[src/rtl/ysyx_22040759_mem_arbiter_if.sv]
// Request/response and RAM-port bundle shared by the IF/LS front ends, the arbiter and the RAM helper.
// master = requesters plus RAM side, slave = the arbiter.
interface ysyx_22040759_mem_arbiter_if #(
   parameter int unsigned ADDR_W = 64,
   parameter int unsigned DATA_W = 64
);
   logic              if_req_valid;
   logic              if_req_ready;
   logic [ADDR_W-1:0] if_addr;
   logic              if_resp_valid;
   logic              if_resp_ready;
   logic [DATA_W-1:0] if_rdata;
   logic              if_resp_err;

   logic              ls_req_valid;
   logic              ls_req_ready;
   logic [ADDR_W-1:0] ls_addr;
   logic              ls_wen;
   logic [DATA_W-1:0] ls_wdata;
   logic [DATA_W-1:0] ls_wmask;
   logic              ls_resp_valid;
   logic              ls_resp_ready;
   logic [DATA_W-1:0] ls_rdata;
   logic              ls_resp_err;

   logic              ram_en;
   logic [ADDR_W-1:0] ram_idx;
   logic              ram_wen;
   logic [DATA_W-1:0] ram_wdata;
   logic [DATA_W-1:0] ram_wmask;
   logic [DATA_W-1:0] ram_rdata;

   modport master (
      output if_req_valid, if_addr, if_resp_ready,
      output ls_req_valid, ls_addr, ls_wen, ls_wdata, ls_wmask, ls_resp_ready,
      output ram_rdata,
      input  if_req_ready, if_resp_valid, if_rdata, if_resp_err,
      input  ls_req_ready, ls_resp_valid, ls_rdata, ls_resp_err,
      input  ram_en, ram_idx, ram_wen, ram_wdata, ram_wmask
   );

   modport slave (
      input  if_req_valid, if_addr, if_resp_ready,
      input  ls_req_valid, ls_addr, ls_wen, ls_wdata, ls_wmask, ls_resp_ready,
      input  ram_rdata,
      output if_req_ready, if_resp_valid, if_rdata, if_resp_err,
      output ls_req_ready, ls_resp_valid, ls_rdata, ls_resp_err,
      output ram_en, ram_idx, ram_wen, ram_wdata, ram_wmask
   );
endinterface

[src/rtl/ysyx_22040759_mem_arbiter.sv]
// Single-port data memory arbiter between instruction fetch and load/store.
// One transaction in flight; LS has priority, bounded so a waiting IF is never starved.
module ysyx_22040759_mem_arbiter #(
   parameter int unsigned       ADDR_W     = 64,
   parameter int unsigned       DATA_W     = 64,
   parameter logic [ADDR_W-1:0] RAM_BASE   = ADDR_W'(64'h8000_0000),
   parameter logic [ADDR_W-1:0] RAM_WORDS  = ADDR_W'(64'h0800_0000),
   parameter int unsigned       STARVE_MAX = 4
) (
   input logic                     clk,
   input logic                     rst_n,
   ysyx_22040759_mem_arbiter_if.slave bus
);
   localparam int unsigned          STARVE_W   = $clog2(STARVE_MAX + 1);
   localparam logic [STARVE_W-1:0] STARVE_LIM = STARVE_W'(STARVE_MAX);

   typedef enum logic [1:0] {S_IDLE, S_ISSUE, S_WAIT, S_RESP} state_e;

   state_e              state_q, state_d;
   logic                owner_ls_q, owner_ls_d;
   logic                wen_q, wen_d;
   logic                err_q, err_d;
   logic [STARVE_W-1:0] starve_q, starve_d;

   logic                ram_en_q, ram_en_d;
   logic [ADDR_W-1:0]   ram_idx_q, ram_idx_d;
   logic                ram_wen_q, ram_wen_d;
   logic [DATA_W-1:0]   ram_wdata_q, ram_wdata_d;
   logic [DATA_W-1:0]   ram_wmask_q, ram_wmask_d;

   logic                if_resp_valid_q, if_resp_valid_d;
   logic [DATA_W-1:0]   if_rdata_q, if_rdata_d;
   logic                if_resp_err_q, if_resp_err_d;
   logic                ls_resp_valid_q, ls_resp_valid_d;
   logic [DATA_W-1:0]   ls_rdata_q, ls_rdata_d;
   logic                ls_resp_err_q, ls_resp_err_d;

   logic                idle_c, grant_ls_c, grant_if_c, req_oor_c;
   logic [ADDR_W-1:0]   req_addr_c, req_off_c, req_idx_c;

   // Arbitration and range check of whichever request wins this cycle
   always_comb begin
      idle_c     = (state_q == S_IDLE) && rst_n;
      grant_ls_c = idle_c && bus.ls_req_valid &&
                   ((starve_q < STARVE_LIM) || !bus.if_req_valid);
      grant_if_c = idle_c && bus.if_req_valid && !grant_ls_c;
      req_addr_c = grant_ls_c ? bus.ls_addr : bus.if_addr;
      req_off_c  = req_addr_c - RAM_BASE;
      req_idx_c  = {3'b000, req_off_c[ADDR_W-1:3]};
      req_oor_c  = (req_addr_c < RAM_BASE) || (req_idx_c >= RAM_WORDS);
   end

   assign bus.if_req_ready = idle_c && !grant_ls_c;
   assign bus.ls_req_ready = idle_c && !grant_if_c;

   // Next state; RAM strobes are loaded at accept so they appear exactly in ISSUE
   always_comb begin
      state_d         = state_q;
      owner_ls_d      = owner_ls_q;
      wen_d           = wen_q;
      err_d           = err_q;
      starve_d        = starve_q;
      ram_en_d        = 1'b0;
      ram_idx_d       = '0;
      ram_wen_d       = 1'b0;
      ram_wdata_d     = '0;
      ram_wmask_d     = '0;
      if_resp_valid_d = if_resp_valid_q;
      if_rdata_d      = if_rdata_q;
      if_resp_err_d   = if_resp_err_q;
      ls_resp_valid_d = ls_resp_valid_q;
      ls_rdata_d      = ls_rdata_q;
      ls_resp_err_d   = ls_resp_err_q;

      case (state_q)
         S_IDLE: begin
            if (grant_ls_c || grant_if_c) begin
               state_d     = S_ISSUE;
               owner_ls_d  = grant_ls_c;
               wen_d       = grant_ls_c && bus.ls_wen;
               err_d       = req_oor_c;
               ram_en_d    = !req_oor_c;
               ram_idx_d   = req_oor_c ? '0 : req_idx_c;
               ram_wen_d   = wen_d && !req_oor_c;
               ram_wdata_d = ram_wen_d ? bus.ls_wdata : '0;
               ram_wmask_d = ram_wen_d ? bus.ls_wmask : '0;
               if (grant_ls_c && bus.if_req_valid)
                  starve_d = (starve_q == STARVE_LIM) ? starve_q : starve_q + STARVE_W'(1);
               else
                  starve_d = '0;
            end
         end
         S_ISSUE: state_d = S_WAIT;
         S_WAIT: begin
            state_d = S_RESP;
            if (owner_ls_q) begin
               ls_resp_valid_d = 1'b1;
               ls_rdata_d      = (err_q || wen_q) ? '0 : bus.ram_rdata;
               ls_resp_err_d   = err_q;
            end else begin
               if_resp_valid_d = 1'b1;
               if_rdata_d      = err_q ? '0 : bus.ram_rdata;
               if_resp_err_d   = err_q;
            end
         end
         S_RESP: begin
            if (owner_ls_q ? bus.ls_resp_ready : bus.if_resp_ready) begin
               state_d         = S_IDLE;
               ls_resp_valid_d = 1'b0;
               if_resp_valid_d = 1'b0;
            end
         end
         default: state_d = S_IDLE;
      endcase
   end

   always_ff @(posedge clk or negedge rst_n) begin
      if (!rst_n) begin
         state_q         <= S_IDLE;
         owner_ls_q      <= 1'b0;
         wen_q           <= 1'b0;
         err_q           <= 1'b0;
         starve_q        <= '0;
         ram_en_q        <= 1'b0;
         ram_idx_q       <= '0;
         ram_wen_q       <= 1'b0;
         ram_wdata_q     <= '0;
         ram_wmask_q     <= '0;
         if_resp_valid_q <= 1'b0;
         if_rdata_q      <= '0;
         if_resp_err_q   <= 1'b0;
         ls_resp_valid_q <= 1'b0;
         ls_rdata_q      <= '0;
         ls_resp_err_q   <= 1'b0;
      end else begin
         state_q         <= state_d;
         owner_ls_q      <= owner_ls_d;
         wen_q           <= wen_d;
         err_q           <= err_d;
         starve_q        <= starve_d;
         ram_en_q        <= ram_en_d;
         ram_idx_q       <= ram_idx_d;
         ram_wen_q       <= ram_wen_d;
         ram_wdata_q     <= ram_wdata_d;
         ram_wmask_q     <= ram_wmask_d;
         if_resp_valid_q <= if_resp_valid_d;
         if_rdata_q      <= if_rdata_d;
         if_resp_err_q   <= if_resp_err_d;
         ls_resp_valid_q <= ls_resp_valid_d;
         ls_rdata_q      <= ls_rdata_d;
         ls_resp_err_q   <= ls_resp_err_d;
      end
   end

   assign bus.ram_en        = ram_en_q;
   assign bus.ram_idx       = ram_idx_q;
   assign bus.ram_wen       = ram_wen_q;
   assign bus.ram_wdata     = ram_wdata_q;
   assign bus.ram_wmask     = ram_wmask_q;
   assign bus.if_resp_valid = if_resp_valid_q;
   assign bus.if_rdata      = if_rdata_q;
   assign bus.if_resp_err   = if_resp_err_q;
   assign bus.ls_resp_valid = ls_resp_valid_q;
   assign bus.ls_rdata      = ls_rdata_q;
   assign bus.ls_resp_err   = ls_resp_err_q;
endmodule

[src/flat_wrapper.sv]
// flat-port wrapper written by rule: the top's interface ports become plain ports
module ysyx_22040759_mem_arbiter_flat 
#(
   parameter int unsigned       ADDR_W     = 64,
   parameter int unsigned       DATA_W     = 64,
   parameter logic [ADDR_W-1:0] RAM_BASE   = ADDR_W'(64'h8000_0000),
   parameter logic [ADDR_W-1:0] RAM_WORDS  = ADDR_W'(64'h0800_0000),
   parameter int unsigned       STARVE_MAX = 4
)
  (clk, rst_n, bus_if_req_valid, bus_if_addr, bus_if_resp_ready, bus_ls_req_valid, bus_ls_addr, bus_ls_wen, bus_ls_wdata, bus_ls_wmask, bus_ls_resp_ready, bus_ram_rdata, bus_if_req_ready, bus_if_resp_valid, bus_if_rdata, bus_if_resp_err, bus_ls_req_ready, bus_ls_resp_valid, bus_ls_rdata, bus_ls_resp_err, bus_ram_en, bus_ram_idx, bus_ram_wen, bus_ram_wdata, bus_ram_wmask);
  ysyx_22040759_mem_arbiter_if #(.ADDR_W(ADDR_W), .DATA_W(DATA_W)) bus_i ();
  input logic clk;
  input logic rst_n;
  input wire logic [$bits(bus_i.if_req_valid)-1:0] bus_if_req_valid;
  input wire logic [$bits(bus_i.if_addr)-1:0] bus_if_addr;
  input wire logic [$bits(bus_i.if_resp_ready)-1:0] bus_if_resp_ready;
  input wire logic [$bits(bus_i.ls_req_valid)-1:0] bus_ls_req_valid;
  input wire logic [$bits(bus_i.ls_addr)-1:0] bus_ls_addr;
  input wire logic [$bits(bus_i.ls_wen)-1:0] bus_ls_wen;
  input wire logic [$bits(bus_i.ls_wdata)-1:0] bus_ls_wdata;
  input wire logic [$bits(bus_i.ls_wmask)-1:0] bus_ls_wmask;
  input wire logic [$bits(bus_i.ls_resp_ready)-1:0] bus_ls_resp_ready;
  input wire logic [$bits(bus_i.ram_rdata)-1:0] bus_ram_rdata;
  output wire logic [$bits(bus_i.if_req_ready)-1:0] bus_if_req_ready;
  output wire logic [$bits(bus_i.if_resp_valid)-1:0] bus_if_resp_valid;
  output wire logic [$bits(bus_i.if_rdata)-1:0] bus_if_rdata;
  output wire logic [$bits(bus_i.if_resp_err)-1:0] bus_if_resp_err;
  output wire logic [$bits(bus_i.ls_req_ready)-1:0] bus_ls_req_ready;
  output wire logic [$bits(bus_i.ls_resp_valid)-1:0] bus_ls_resp_valid;
  output wire logic [$bits(bus_i.ls_rdata)-1:0] bus_ls_rdata;
  output wire logic [$bits(bus_i.ls_resp_err)-1:0] bus_ls_resp_err;
  output wire logic [$bits(bus_i.ram_en)-1:0] bus_ram_en;
  output wire logic [$bits(bus_i.ram_idx)-1:0] bus_ram_idx;
  output wire logic [$bits(bus_i.ram_wen)-1:0] bus_ram_wen;
  output wire logic [$bits(bus_i.ram_wdata)-1:0] bus_ram_wdata;
  output wire logic [$bits(bus_i.ram_wmask)-1:0] bus_ram_wmask;
  assign bus_i.if_req_valid = bus_if_req_valid;
  assign bus_i.if_addr = bus_if_addr;
  assign bus_i.if_resp_ready = bus_if_resp_ready;
  assign bus_i.ls_req_valid = bus_ls_req_valid;
  assign bus_i.ls_addr = bus_ls_addr;
  assign bus_i.ls_wen = bus_ls_wen;
  assign bus_i.ls_wdata = bus_ls_wdata;
  assign bus_i.ls_wmask = bus_ls_wmask;
  assign bus_i.ls_resp_ready = bus_ls_resp_ready;
  assign bus_i.ram_rdata = bus_ram_rdata;
  assign bus_if_req_ready = bus_i.if_req_ready;
  assign bus_if_resp_valid = bus_i.if_resp_valid;
  assign bus_if_rdata = bus_i.if_rdata;
  assign bus_if_resp_err = bus_i.if_resp_err;
  assign bus_ls_req_ready = bus_i.ls_req_ready;
  assign bus_ls_resp_valid = bus_i.ls_resp_valid;
  assign bus_ls_rdata = bus_i.ls_rdata;
  assign bus_ls_resp_err = bus_i.ls_resp_err;
  assign bus_ram_en = bus_i.ram_en;
  assign bus_ram_idx = bus_i.ram_idx;
  assign bus_ram_wen = bus_i.ram_wen;
  assign bus_ram_wdata = bus_i.ram_wdata;
  assign bus_ram_wmask = bus_i.ram_wmask;
  ysyx_22040759_mem_arbiter #(.ADDR_W(ADDR_W), .DATA_W(DATA_W), .RAM_BASE(RAM_BASE), .RAM_WORDS(RAM_WORDS), .STARVE_MAX(STARVE_MAX)) u_core (.clk(clk), .rst_n(rst_n), .bus(bus_i));
endmodule
[config.mk]
export PLATFORM = sky130hd
export DESIGN_NAME = ysyx_22040759_mem_arbiter_flat
export DESIGN_NICKNAME = d
export VERILOG_FILES = /design/src/rtl/ysyx_22040759_mem_arbiter_if.sv /design/src/rtl/ysyx_22040759_mem_arbiter.sv /design/src/flat_wrapper.sv
export SDC_FILE = /design/constraint.sdc
export NUM_CORES = 1
export LEC_CHECK = 0
export ABC_AREA = 1
export BUFFER_PORTS_ARGS = -buffer_cell sky130_fd_sc_hd__buf_2
export CAP_MARGIN = 30
export CORE_AREA = 8 8 245 247
export CTS_CLUSTER_DIAMETER = 120
export DETAILED_ROUTE_END_ITERATION = 8
export DIE_AREA = 0 0 253 255
export GPL_TIMING_DRIVEN = 0
export SYNTH_ARGS = -nofsm -noshare
export SYNTH_HDL_FRONTEND = slang
export SYNTH_SLANG_ARGS = --single-unit
[constraint.sdc]
create_clock -name clk -period 4.3 [get_ports clk]
set_input_delay 0.43 -clock clk [delete_from_list [all_inputs] [get_ports clk]]
set_output_delay 0.43 -clock clk [all_outputs]
set_load 0.05 [all_outputs]
==> results_dict.tcl <==
set metrics [dict create \
    synth_cells 1681 \
    switching_share 0.4227 \
    finalMaxSlewViolations 0 \
    power_density_mw_per_mm2 548.5 \
    fin_crit_sh 0.9339 \
    comb_power_share 0.354 \
    start_util 0.2592 \
    synthTopCellsByArea "dfrtp_1 57%, nand2_1 12%, inv_1 7.5%" \
    worst_slew_pin_slew_ns 0.7347 \
    finalSetupViolations 0 \
    num_rows 87 \
    wl_per_cell_um 17.91 \
    p_leak_uw 0.01208 \
    area_delta_synth_final_pct 40.52 \
    dr_total_vias 13130 \
    track_usage 0.1658 \
    p_int_uw 6454 \
    pwr-share-clk 0.297 \
    crit_path_end_kind "flip-flop" \
    core-area_sq_mm 0.05595 \
    first_global_vias 13130 \
    drt-total-wl_mm 57.30 \
    critical_path_required_ns 4.72 \
    grt_max_degree 116 \
    cts_tree "built" \
    skew_ns 0.01719 \
    endpoint "u_core.bus.ram_wmask[61]" \
    post_cts_buffers 0 \
    synth_edf_count 0 \
    drc_errors 0 \
    drt_pass1_iterations 5 \
    fillers 5884 \
    min_period_ns 4.016 \
    cts_buffer_depth 3 \
    ys_types 34 \
    cts_buffers 38 \
    clock_sinks 331 \
    synth_ff_type "dfrtp_1" \
    startpoint "rst_n" \
    design.portCount 655 \
    portBuffers 645 \
    synth_top_area_frac 0.5711 \
    ant_nets 0 \
    max_slew_margin 0.5102 \
    ys_ff_latch 331 \
    total_power_uw 11180 \
    syn_area_per_cell_sq_um 8.628 \
    hold_path_class "input port to flip-flop" \
    final_core_util 0.3643 \
    ir_drop_uv 350.3 \
    gp_congestion 0.9199 \
    clock-root-buffer "clkbuf_16" \
    seqPwrFrac 0.349 \
    synth_area_sq_mm 0.01450 \
    drv_cap 0 \
    post_drt_via_cell_ratio 4.104 \
    startpoint_type "input port" \
    die_h_um 255 \
    synthArstFlopShare 1.000 \
    grt_antenna_before_repair 7 \
    overflow 0 \
    post-dp-hpwl_mm 45.96 \
    reg2reg_depth 24 \
    layout.nets 2747 \
    finalHoldViolCount 0 \
    max_freq_mhz 249.0 \
    insertion_delay_ns 0.55 \
    switchingPower_uw 4725 \
    arrival_ns 4.43 \
    status "finished, final reports clean" \
    reg2reg_slack_ns 0.53 \
    rr_startpoint "u_core.state_q[0]" \
    whs_ns 0.08635 \
    dieArea_sq_mm 0.06452 \
    seq_area_frac_synth 0.5711 \
    critical_path_class "input port to flip-flop" \
    rsz0062_at_grt "no" \
    grt_first_pass_wirelength_mm 81.42 \
    drt-initial-drc-count 677 \
    layout-drive-gt1-share 0.3687 \
    cp_max_fo 25 \
    yosys.area.top_type "dfrtp_1" \
    h-tree-depth 2 \
    die_w_um 253 \
    path_clk_slew_ns 0.07 \
    ys_warn_count 0 \
    r2r-end "u_core.bus.ram_wmask[61]" \
]
routing by layer:
layer | wire (um) | up-vias | track usage
met1 | 22580 | 6043 | 0.1955
met2 | 27920 | 539 | 0.2851
met5 | 8 | - | 0
li1 | - | 6452 | -
met3 | 4773 | 92 | 0.04711
met4 | 2021 | 2 | 0.06361
per-stage QoR:
step	instance area [sq um]	setup TNS [ns]	setup WS [ns]	cells
finish	20380	0	0.2843	3199
global route	20380	0	0.02476	3197
CTS	20320	0	0.02820	3193
detailed placement	18910	-40.30	-0.5111	3121
global placement	18810	-2272.17	-6.412	3118
floorplan	14640	0	1.409	1717
power by group through the flow:
stage               logic [uW]  registers, uW  clock network (uW)
finish                    3950           3910                3320
global route              4240           3960                3530
CTS                       3980           3900                3420
detailed placement        3960           3950                   0
global placement          3940           3940                   0
floorplan                  991           5620                   0
area by class of cell:
| class | count | area, sq um | area share |
|---|---|---|---|
| Sequential cell | 331 | 8283 | 0.4064 |
| Multi-Input combinational cell | 1017 | 4745 | 0.2328 |
| Timing Repair Buffer | 655 | 3476 | 0.1705 |
| Inverter | 300 | 1126 | 0.05525 |
| Clock buffer | 51 | 1080 | 0.05298 |
| Tap cell | 756 | 945.9 | 0.04641 |
| Buffer | 69 | 504.2 | 0.02474 |
| Clock inverter | 15 | 209.0 | 0.01025 |
| Antenna cell | 5 | 12.51 | 0.0006139 |
flip-flops by register name, summed over array words and instances, names as in the netlist:
name / cells
u_core.bus.if_rdata: 64
u_core.bus.ls_rdata: 64
u_core.bus.ram_wdata: 64
u_core.bus.ram_wmask: 64
u_core.bus.ram_idx: 61
u_core.starve_q: 3
u_core.state_q: 2
u_core.bus.if_resp_err: 1
u_core.bus.if_resp_valid: 1
u_core.bus.ls_resp_err: 1
u_core.bus.ls_resp_valid: 1
u_core.bus.ram_en: 1
u_core.bus.ram_wen: 1
u_core.err_q: 1
u_core.owner_ls_q: 1
u_core.wen_q: 1
placed cells by master (no fill, tap or decap), drive strengths merged:
cell type	count
nand2	455
conb	37
clkbuf	80
xnor2	2
xor2	1
dlygate4sd3	2
ha	8
inv	300
o21ai	142
nand3b	49
a31oi	1
nand3	46
clkinv	9
clkinvlp	3
diode	5
nand4	5
nor2	259
bufinv	3
nor3	2
o22ai	1
buf	693
o32ai	1
or2	1
dfrtp	331
a21oi	7
critical path, cell delays in order:
cell and delay, ns:
dlygate4sd3_1 0.56, buf_8 0.19, buf_16 0.22, nand2_2 0.19, nor2_8 0.15, buf_6 0.16
buf_6 0.15, buf_2 0.30, nand3b_1 0.21, nand2_1 0.15, nand2_1 0.06, nor2_1 0.13
nand2_1 0.07, nor2_1 0.17, nand2_1 0.08, nor2_1 0.10, nand2_1 0.07, nor2_1 0.08
nand2_1 0.07, nand2_1 0.07, nor2_2 0.06, nand3_4 0.11, clkbuf_4 0.26, buf_6 0.22
nor2_1 0.09
logic make-up (layout without fill, tap and decap cells):
kind of cell             Yosys count  after routing  share of synthesized area
XOR/XNOR                           3              3                   0.001812
other                              1             42                  0.0002586
adder cells (fa/ha/maj)            8              8                   0.006902
flip-flops                       331            331                     0.5711
AO/OA/AOI/OAI                    152            152                    0.05288
AND/OR/NAND/NOR                  817            817                     0.2549
buffers and inverters            369           1090                     0.1121
cells in the mapped netlist (10+ instances only):
cell type,n
nor2_1,141
nor2_2,116
buf_8,10
o21ai_0,139
nand3b_1,49
nand3_1,42
buf_2,13
buf_6,11
dfrtp_1,331
nand2_1,447
clkbuf_1,27
inv_1,290
what timing repair did:
item	CTS	global route
endpoints found under the setup margin	0	73
hold buffers	6	0
hold endpoints to repair	63	0
resized for setup	0	7
worst min path at each step:
stage                           startpoint                        to  slack, ns  depth (start not counted)
finish                     bus_ls_wdata[5]   u_core.bus.ram_wdata[5]       0.09                          3
floorplan                            rst_n    u_core.bus.if_rdata[0]       0.13                          0
global placement    u_core.bus.ls_rdata[1]    u_core.bus.ls_rdata[1]       0.46                          2
detailed placement                   rst_n    u_core.bus.ram_idx[42]       0.40                          1
global route              bus_ls_wdata[12]  u_core.bus.ram_wdata[12]       0.06                          3
CTS                       bus_ls_wmask[55]  u_core.bus.ram_wmask[55]       0.04                          3
Power figures use the tool's default switching activity.
